### config.mk
export PLATFORM = sky130hd
export DESIGN_NAME = tone_sequencer
export DESIGN_NICKNAME = d
export VERILOG_FILES = /design/src/rtl/tone_seq_pkg.sv /design/src/rtl/tone_osc.sv /design/src/rtl/tone_sequencer.sv
export SDC_FILE = /design/constraint.sdc
export NUM_CORES = 1
export LEC_CHECK = 0
export BUFFER_PORTS_ARGS = -buffer_cell sky130_fd_sc_hd__buf_2
export CORE_UTILIZATION = 61
export CTS_CLUSTER_SIZE = 24
export DETAILED_ROUTE_END_ITERATION = 12
export GPL_TIMING_DRIVEN = 1
export MAX_ROUTING_LAYER = met4
export PLACE_DENSITY = 0.88
export SLEW_MARGIN = 20
export SYNTH_ARGS = -nofsm -noshare
export SYNTH_HDL_FRONTEND = slang
export SYNTH_HIERARCHICAL = 1
export SYNTH_SLANG_ARGS = --single-unit
### constraint.sdc
create_clock -name CLK -period 6.23 [get_ports CLK]
set_input_delay 0.3115 -clock CLK [delete_from_list [all_inputs] [get_ports CLK]]
set_output_delay 0.3115 -clock CLK [all_outputs]
set_load 0.01 [all_outputs]
### src/rtl/tone_seq_pkg.sv
// Shared types and frame helpers for the triggerable tone sequencer.
// A frame word is {period, dur}; period=0/dur=0 marks the end of a program.
package tone_seq_pkg;

   typedef enum logic [1:0] {
      IDLE = 2'd0,
      LOAD = 2'd1,
      PLAY = 2'd2
   } state_e;

   localparam int unsigned DEF_PERIOD_W = 16;
   localparam int unsigned DEF_DUR_W    = 10;

   // Period field: the upper per_w bits above the dur_w duration field.
   function automatic logic [31:0] frame_period(
      input logic [63:0] word,
      input int unsigned dur_w,
      input int unsigned per_w
   );
      return 32'((word >> dur_w) & ((64'd1 << per_w) - 64'd1));
   endfunction

   // Duration field: the low dur_w bits.
   function automatic logic [31:0] frame_dur(
      input logic [63:0] word,
      input int unsigned dur_w
   );
      return 32'(word & ((64'd1 << dur_w) - 64'd1));
   endfunction

   function automatic logic is_end_frame(
      input logic [31:0] per,
      input logic [31:0] dur
   );
      return (per == 32'd0) && (dur == 32'd0);
   endfunction

   // A tone with zero duration still plays for one sequencer tick.
   function automatic logic [31:0] eff_dur(input logic [31:0] dur);
      return (dur == 32'd0) ? 32'd1 : dur;
   endfunction

endpackage

### src/rtl/tone_osc.sv
// Square-wave oscillator: toggles audio every PERIOD synth ticks.
// Ports: CLK, RESET_N, tick (synth tick), period, clr (phase clear), en -> audio.
module tone_osc #(
   parameter int unsigned PERIOD_W = 16
) (
   input  logic                CLK,
   input  logic                RESET_N,
   input  logic                tick,
   input  logic [PERIOD_W-1:0] period,
   input  logic                clr,
   input  logic                en,
   output logic                audio
);

   localparam logic [PERIOD_W-1:0] ONE = PERIOD_W'(1);

   logic [PERIOD_W-1:0] phase_q, phase_d;
   logic                tog_q, tog_d;

   always_comb begin
      phase_d = phase_q;
      tog_d   = tog_q;
      if (clr || !en) begin
         phase_d = '0;
         tog_d   = 1'b0;
      end else if (tick) begin
         if (phase_q == period - ONE) begin
            phase_d = '0;
            tog_d   = ~tog_q;
         end else begin
            phase_d = phase_q + ONE;
         end
      end
   end

   always_ff @(posedge CLK or negedge RESET_N) begin
      if (!RESET_N) begin
         phase_q <= '0;
         tog_q   <= 1'b0;
      end else begin
         phase_q <= phase_d;
         tog_q   <= tog_d;
      end
   end

   assign audio = tog_q;

endmodule

### src/rtl/tone_sequencer.sv
// Plays one of PROG_COUNT tone programs from a frame ROM on START; ABORT stops.
// Ports: CLK, RESET_N, START, PROG_SEL, ABORT -> BUSY, DONE, AUDIO.
// ROM images come in as FRAME_INIT ({period,dur} words) and PROG_INIT
// (start address per program). Define TONE_SEQ_PRIORITY_EN so that a START
// during PLAY preempts only when PROG_SEL exceeds the running program index.
module tone_sequencer
   import tone_seq_pkg::*;
#(
   parameter int unsigned FRAME_COUNT = 64,
   parameter int unsigned PROG_COUNT  = 4,
   parameter int unsigned PERIOD_W    = DEF_PERIOD_W,
   parameter int unsigned DUR_W       = DEF_DUR_W,
   parameter int unsigned SEQ_DIV     = 48828,
   parameter int unsigned SYNTH_DIV   = 128,
   parameter logic [PERIOD_W+DUR_W-1:0] FRAME_INIT [FRAME_COUNT] =
      '{default: '0},
   parameter logic [$clog2(FRAME_COUNT)-1:0] PROG_INIT [PROG_COUNT] =
      '{default: '0}
) (
   input  logic                          CLK,
   input  logic                          RESET_N,
   input  logic                          START,
   input  logic [$clog2(PROG_COUNT)-1:0] PROG_SEL,
   input  logic                          ABORT,
   output logic                          BUSY,
   output logic                          DONE,
   output logic                          AUDIO
);

   localparam int AW  = $clog2(FRAME_COUNT);
   localparam int SQW = $clog2(SEQ_DIV);
   localparam int SYW = $clog2(SYNTH_DIV);
   localparam int FW  = PERIOD_W + DUR_W;

   localparam logic [SQW-1:0] SEQ_LAST = SQW'(SEQ_DIV - 1);
   localparam logic [SYW-1:0] SYN_LAST = SYW'(SYNTH_DIV - 1);
   localparam logic [AW-1:0]  ADDR_TOP = AW'(FRAME_COUNT - 1);

   state_e              state_q, state_d;
   logic [AW-1:0]       addr_q, addr_d;
   logic [PERIOD_W-1:0] per_q, per_d;
   logic [DUR_W-1:0]    dur_q, dur_d;
   logic [DUR_W-1:0]    dcnt_q, dcnt_d;
   logic [SQW-1:0]      seq_q, seq_d;
   logic [SYW-1:0]      syn_q, syn_d;
   logic                busy_q, busy_d;
   logic                done_q, done_d;

   logic [FW-1:0]       rd_word;
   logic [PERIOD_W-1:0] rd_per;
   logic [DUR_W-1:0]    rd_dur;
   logic [DUR_W-1:0]    dur_last;
   logic                seq_tick, syn_tick;
   logic                sel_ok, preempt_ok;
   logic                osc_clr, osc_en;

   assign rd_word  = FRAME_INIT[addr_q];
   assign rd_per   = PERIOD_W'(frame_period(64'(rd_word), DUR_W, PERIOD_W));
   assign rd_dur   = DUR_W'(frame_dur(64'(rd_word), DUR_W));
   assign dur_last = DUR_W'(eff_dur(32'(dur_q)) - 32'd1);
   assign seq_tick = (seq_q == SEQ_LAST);
   assign syn_tick = (syn_q == SYN_LAST);
   assign sel_ok   = START && (32'(PROG_SEL) < PROG_COUNT);

`ifdef TONE_SEQ_PRIORITY_EN
   logic [$clog2(PROG_COUNT)-1:0] cur_q, cur_d;

   assign preempt_ok = (PROG_SEL > cur_q);

   always_comb begin
      cur_d = cur_q;
      if (!ABORT && sel_ok) begin
         if (state_q == IDLE || (state_q == PLAY && preempt_ok)) begin
            cur_d = PROG_SEL;
         end
      end
   end

   always_ff @(posedge CLK or negedge RESET_N) begin
      if (!RESET_N) cur_q <= '0;
      else          cur_q <= cur_d;
   end
`else
   assign preempt_ok = 1'b1;
`endif

   always_comb begin
      state_d = state_q;
      addr_d  = addr_q;
      per_d   = per_q;
      dur_d   = dur_q;
      dcnt_d  = dcnt_q;
      seq_d   = seq_q;
      syn_d   = syn_q;
      done_d  = 1'b0;
      unique case (state_q)
         IDLE: begin
            if (sel_ok) begin
               state_d = LOAD;
               addr_d  = PROG_INIT[PROG_SEL];
            end
         end
         LOAD: begin
            per_d  = rd_per;
            dur_d  = rd_dur;
            dcnt_d = '0;
            seq_d  = '0;
            syn_d  = '0;
            if (is_end_frame(32'(rd_per), 32'(rd_dur))) begin
               state_d = IDLE;
               done_d  = 1'b1;
            end else begin
               state_d = PLAY;
            end
         end
         PLAY: begin
            seq_d = seq_tick ? '0 : seq_q + SQW'(1);
            syn_d = syn_tick ? '0 : syn_q + SYW'(1);
            if (sel_ok && preempt_ok) begin
               state_d = LOAD;
               addr_d  = PROG_INIT[PROG_SEL];
            end else if (seq_tick) begin
               // compare before increment: dcnt never passes dur-1
               if (dcnt_q == dur_last) begin
                  if (addr_q == ADDR_TOP) begin
                     state_d = IDLE;
                     done_d  = 1'b1;
                  end else begin
                     state_d = LOAD;
                     addr_d  = addr_q + AW'(1);
                  end
               end else begin
                  dcnt_d = dcnt_q + DUR_W'(1);
               end
            end
         end
         default: state_d = IDLE;
      endcase
      if (ABORT) begin
         state_d = IDLE;
         done_d  = 1'b0;
      end
   end

   assign busy_d = (state_d != IDLE);

   // Silence whenever not in PLAY or about to leave it, so audio is low
   // during LOAD, after an abort and when a note ends.
   assign osc_clr = (state_q != PLAY) || (state_d != PLAY);
   assign osc_en  = (per_q != '0);

   always_ff @(posedge CLK or negedge RESET_N) begin
      if (!RESET_N) begin
         state_q <= IDLE;
         addr_q  <= '0;
         per_q   <= '0;
         dur_q   <= '0;
         dcnt_q  <= '0;
         seq_q   <= '0;
         syn_q   <= '0;
         busy_q  <= 1'b0;
         done_q  <= 1'b0;
      end else begin
         state_q <= state_d;
         addr_q  <= addr_d;
         per_q   <= per_d;
         dur_q   <= dur_d;
         dcnt_q  <= dcnt_d;
         seq_q   <= seq_d;
         syn_q   <= syn_d;
         busy_q  <= busy_d;
         done_q  <= done_d;
      end
   end

   tone_osc #(
      .PERIOD_W (PERIOD_W)
   ) u_osc (
      .CLK     (CLK),
      .RESET_N (RESET_N),
      .tick    (syn_tick),
      .period  (per_q),
      .clr     (osc_clr),
      .en      (osc_en),
      .audio   (AUDIO)
   );

   assign BUSY = busy_q;
   assign DONE = done_q;

endmodule

==> impl_metrics.tcl, run 1 <==
set metrics [dict create \
    start_util_pct 64.5 \
    hold_ws_ns 0.0991 \
    clk_path_buf_depth 2 \
    synth.most_common_cell "dfrtp_1" \
    crit_chain "inv_1 > ha_1 > nor2b_1 > o22ai_2 > or4_1 > a21oi_1" \
    grt_use_total_pct 27.9 \
    place_inst 569 \
    via_count 3358 \
    hold_path.class "in -> async" \
    routed_via_density 5.74 \
    ys_seq_elements 60 \
    yosys_most_used_dff "dfrtp_1" \
    slowest_stage "nor2b_1" \
    die_h_um 81.8 \
    postSynthAreaPerCell_um2 8.84 \
    first_pass_iters 7 \
    synth.area.top_cells "dfrtp_1 (39%), xnor2_1 (5.2%), xor2_1 (4.5%)" \
    critPathKind "reg -> reg" \
    synth_area_um2 3890 \
    drc 0 \
    finalWeightedCongestion 0.842 \
    cts_max_level 3 \
    die_area_um2 6700 \
    drt-total-wl_mm 8.16 \
    p_leak_nw 1.91 \
    drt_iter0_drc 285 \
    grt_pass1_wl_mm 13.7 \
    hpwlAfterDp_mm 5.56 \
    status "finished, final reports clean" \
    setup_violations 0 \
    grt_max_degree 61 \
    overflow 0 \
    place_area_um2 4170 \
    arrival_ns 3.00 \
    startpoint_type "flop" \
    cp-startpoint "state_q[0]" \
    diodes 0 \
    cts_resized 0 \
    synth-seq-area-share_pct 38.6 \
    required_ns 6.50 \
    cts_buffers 9 \
    critPathMaxFanout 20 \
    timing.final.crit_share_pct 43.8 \
    clk_pin_slew_worst_paths_ns 0.07 \
    slew_headroom_pct 28.6 \
    grt_pass1_vias 3231 \
    synth-edff-count 0 \
    critPathCaptureType "flop" \
    synth_top_cells_by_count "dfrtp_1 (60), nand2_1 (39), nor2_1 (39), nand3_1 (28), inv_1 (26)" \
    syn2layout_area_growth_pct 12.9 \
    r2r-start "state_q[0]" \
    cts_root_buffer "clkbuf_8" \
    peakVddDrop_uv 182 \
    synthDistinctLibCells 60 \
    core_um2 6030 \
    setup_tns_ns 0 \
    stdcell_count 585 \
    ant_nets 0 \
    row_count 28 \
    io_buffer_count 6 \
    yosysWarningCount 6 \
    synth_top_cell_by_area "dfrtp_1" \
    synth_cells 440 \
    cts-hold-fix-buffers 0 \
    powerDensity_nw_per_um2 193 \
    die_w_um 81.8 \
    antenna_found_initial 0 \
    r2r_setup_slack_ns 3.50 \
    drive_gt1_share_pct 7.84 \
    maxCapViolCount 0 \
    worst_pin_slew_ns 1.07 \
    fin_skew_ns 0.00614 \
    post_cts_buffers 0 \
    stdcell_area_um2 4390 \
    synth.top_cell.area_share_pct 38.6 \
    async_reset_ff_share_pct 100 \
    hold_viol 0 \
    slowest_delay_ns 0.63 \
    num_io_pins 9 \
    cts_tree "built" \
    fmax_mhz 367 \
    nNetsFinal 521 \
    rsz0062_at_grt "no" \
    clkSinkCount 60 \
    drv_slew 0 \
    post_drt_wl_per_cell_um 14.0 \
    clkLatencyLatePin_ns 0.35 \
    fill_cells 437 \
    period_minus_slack_ns 2.73 \
]
kinds of logic (layout without fill, tap and decap cells):
family	after synthesis	in the layout	share of synthesized area (%)
AND/OR/NAND/NOR	190	190	26.7
XOR/XNOR	43	43	9.68
buffers and inverters	41	49	4.73
AO/OA/AOI/OAI	89	89	15.3
other	1	63	0.0964
multiplexers	6	6	1.61
flip-flops	60	60	38.6
adder cells (fa/ha/maj)	10	10	3.22
cell type report:
type                            instances  area [µm²]  share of cell area (%)
Multi-Input combinational cell        401        2440                    55.6
Sequential cell                        60        1500                    34.2
Clock buffer                           11         141                    3.22
Inverter                               26        97.6                    2.22
Tap cell                               75        93.8                    2.14
Clock inverter                          5        75.1                    1.71
Timing Repair Buffer                    7        37.5                   0.855
power by group:
part	internal [mW]	leakage (nW)	switching (mW)
registers	0.393	0.835	0.00296
clock network	0.234	0.113	0.154
logic	0.0192	0.958	0.0419
flip-flops by register name, indices dropped and copies added (netlist names):
register / count
syn_q: 7
BUSY: 1
addr_q: 6
u_osc/audio: 1
u_osc/phase_q: 16
DONE: 1
state_q: 2
seq_q: 16
dcnt_q: 10
layer usage:
layer  vias up  global-route usage, %  wire length, µm
met4         0                   14.7              256
met1      1599                   31.5             3430
li1       1634                      -                -
met2        99                   46.5             4150
met5         -                      -                0
met3        26                   5.78              327
per-stage QoR:
step | worst slack, ns | utilization [%] | power [mW]
2_1_floorplan | 4.24 | - | 0.447
3_3_place_gp | 3.47 | 69.1 | 0.460
3_5_place_dp | 3.38 | 69.1 | 0.462
4_1_cts | 3.36 | 72.7 | 0.844
5_1_grt | 3.25 | 72.8 | 0.871
6_report | 3.50 | 72.8 | 0.846
critical path, delay by kind of cell (launching register included):
family | cells | cell delay [ns]
AND/OR/NAND/NOR | 2 | 1.22
AO/OA/AOI/OAI | 2 | 0.57
adder cells (fa/ha/maj) | 1 | 0.41
flip-flops | 1 | 0.37
buffers and inverters | 1 | 0.08
worst paths after layout:
path / end / cells past startpoint
max: dcnt_q[9] / 6
min: addr_q[0] / 2
max reg2reg: dcnt_q[9] / 6
min reg2reg: syn_q[6] / 2
max in group asynchronous: dcnt_q[8] / 2
min in group CLK: DONE / 3
cell usage in the layout, fill, tap and decap left out, types with 6 or more instances in the layout:
master | netlist | layout
or4_1 | 6 | 6
nand2_1 | 39 | 39
o21ai_0 | 25 | 25
clkbuf_8 | 1 | 10
buf_2 | 3 | 6
xnor2_1 | 23 | 23
o22ai_1 | 7 | 6
a211oi_1 | 10 | 10
nand3_1 | 28 | 28
nand4_1 | 7 | 7
and3_1 | 11 | 11
inv_1 | 26 | 26
ha_1 | 10 | 10
nor3_1 | 15 | 15
conb_1 | 1 | 63
xor2_1 | 20 | 20
nor2b_1 | 6 | 6
or3_1 | 7 | 7
dfrtp_1 | 60 | 60
nor2_1 | 39 | 39
a21oi_1 | 22 | 22
Note: power is estimated with default switching activity, not from simulation.
==> inputs of run 2 (changes only) <==
==> constraint.sdc (replaced) <==
create_clock -name CLK -period 2.6 [get_ports CLK]
set_input_delay 0.13 -clock CLK [delete_from_list [all_inputs] [get_ports CLK]]
set_output_delay 0.13 -clock CLK [all_outputs]
set_load 0.01 [all_outputs]
==> run 2 against run 1 <==
Highest routed layer unchanged. Non-clock buffer count grew 6. Sequential share of layout area is essentially flat. Wire length shrank 3.8%. Count of clock-buffer cells in the layout grew 4. Die area is the same. Setup slack lost 3.2 ns. Cell count grew 1.0%. Critical path depth is the same. Sequential power grew 140%.
==> impl_metrics.tcl, run 2 (synthesis gave the netlist of run 1 again) <==
set metrics [dict create \
    die_h_um 81.8 \
    maxCapViolCount 0 \
    hpwlAfterDp_mm 5.49 \
    drive_gt1_share_pct 8.14 \
    p_leak_nw 1.92 \
    multi_input_area_um2 2440 \
    crit_buf_inv 0 \
    io_buffer_count 6 \
    r2r-start "seq_q[0]" \
    post_drt_wl_per_cell_um 13.3 \
    comb_power_share_pct 8.1 \
    clkSinkCount 60 \
    met3_usage_pct 5.56 \
    critPathMaxFanout 5 \
    crit_chain "ha_1 > and4bb_1 > nand4_1 > or4_1 > a41oi_2 > o21ai_0" \
    p_clk_share_pct 41.4 \
    die_w_um 81.8 \
    fmax_mhz 438 \
    final_common_cell "conb_1" \
    drt-total-wl_mm 7.85 \
    overflow 0 \
    cts_buffers 9 \
    crit_family "simple AND/OR/NAND/NOR gates" \
    final_cell_mix "conb_1 (63), dfrtp_1 (60), nor2_1 (39), nand2_1 (39), nand3_1 (28)" \
    clk_pin_slew_worst_paths_ns 0.07 \
    cts_max_level 3 \
    slew_headroom_pct 28.6 \
    worst_hold_startpoint "ABORT" \
    critPathKind "reg -> reg" \
    worst_pin_slew_ns 1.07 \
    period_minus_slack_ns 2.28 \
    drc 0 \
    peakVddDrop_uv 402 \
    num_io_pins 9 \
    syn2layout_area_growth_pct 13.0 \
    die_area_um2 6700 \
    stdcell_area_um2 4400 \
    arrival_ns 2.49 \
    cp-startpoint "seq_q[0]" \
    gr-usage-met1_pct 33.4 \
    powerDensity_nw_per_um2 427 \
    pwr-share-seq_pct 50.5 \
    status "finished, final reports clean" \
    hold_viol 0 \
    slowest_stage "or4_1" \
    place_inst 574 \
    diodes 0 \
    cts_root_buffer "clkbuf_8" \
    r2r_setup_slack_ns 0.32 \
    nNetsFinal 527 \
    ant_nets 0 \
    drt_iter0_drc 389 \
    fin_ws_ns 0.317 \
    post_cts_buffers 0 \
    clk_path_buf_depth 2 \
    row_count 28 \
    routed_via_density 5.64 \
    stdcell_count 591 \
    grt_use_total_pct 27.5 \
    start_util_pct 64.5 \
    setup_tns_ns 0 \
    top_usage_layer "met2" \
    finalWeightedCongestion 0.896 \
    slowest_delay_ns 0.62 \
    pre_cts_slack_ns 0.406 \
    reg2reg_to "BUSY" \
    switchingPower_uw 461 \
    rsz0062_at_grt "no" \
    reg2reg_depth 6 \
    met2_usage_pct 43.4 \
    p_int_mw 1.42 \
    critPathCaptureType "flop" \
    cts_resized 0 \
    setup_violations 0 \
    required_ns 2.81 \
    grt_pass1_wl_mm 13.6 \
    antenna_found_initial 0 \
    reg.largest.list "seq_q: 16 flops, u_osc/phase_q: 16 flops, dcnt_q: 10 flops" \
    crit_cells 6 \
    cts_tree "built" \
    first_pass_iters 5 \
    grt_max_degree 31 \
    place_area_um2 4200 \
    power.total_mw 1.88 \
    fill_cells 431 \
    via_count 3333 \
    seq_area_um2 1500 \
    swShare_pct 24.5 \
    startpoint_type "flop" \
    grt_pass1_vias 3199 \
    clkLatencyLatePin_ns 0.34 \
    fin_skew_ns 0.00455 \
    drv_slew 0 \
    timing.final.crit_share_pct 87.8 \
    endpoint "BUSY" \
    core_um2 6030 \
    hold_path.class "in -> reg" \
]
-- run 2: stage by stage --
stage	hold WS (ns)	util (%)
floorplan	-0.166	-
global placement	0.0218	69.8
detailed placement	0.0226	69.8
CTS	0.0985	72.9
global route	0.119	72.9
finish	0.119	72.9
-- run 2: cell type report --
cell class / instances / area share [%]
tap: 75 / 2.13
timing repair buffer: 13 / 1.94
multi-input combinational: 401 / 55.4
clock buffer: 15 / 4.01
sequential: 60 / 34.2
inverter: 26 / 2.22
clock inverter: 1 / 0.114
-- run 2: metal layers --
layer  share of wire (%)  vias up
met5                   0        -
met4                 1.7        0
met3                 3.3       14
met2                  50       64
met1                  45     1609
li1                    -     1646
-- run 2: what timing repair did --
action	CTS	global route
setup endpoints to repair	0	0
hold buffers	1	0
hold endpoints to repair	10	0
-- run 2: how the worst min path moves through the flow --
stage                      to  slack, ns  depth (start not counted)
floorplan                BUSY      -0.17                          0
global placement         BUSY       0.02                          1
detailed placement  addr_q[2]       0.02                          1
CTS                      DONE        0.1                          3
global route             DONE       0.12                          3
finish                   DONE       0.12                          3
-- run 2: power groups by stage --
stage / logic, mW / registers (mW) / clock network [mW]
floorplan: 0.104 / 0.967 / 0
global placement: 0.142 / 0.966 / 0
detailed placement: 0.147 / 0.967 / 0
CTS: 0.148 / 0.950 / 0.789
global route: 0.175 / 0.950 / 0.832
finish: 0.152 / 0.949 / 0.777
-- run 2: tightest hold or removal path, delay by kind of cell --
| kind | cells | cell delay (ns) |
|---|---|---|
| AOI/OAI and AO/OA | 1 | 0.11 |
| buffers and inverters | 2 | 0.18 |
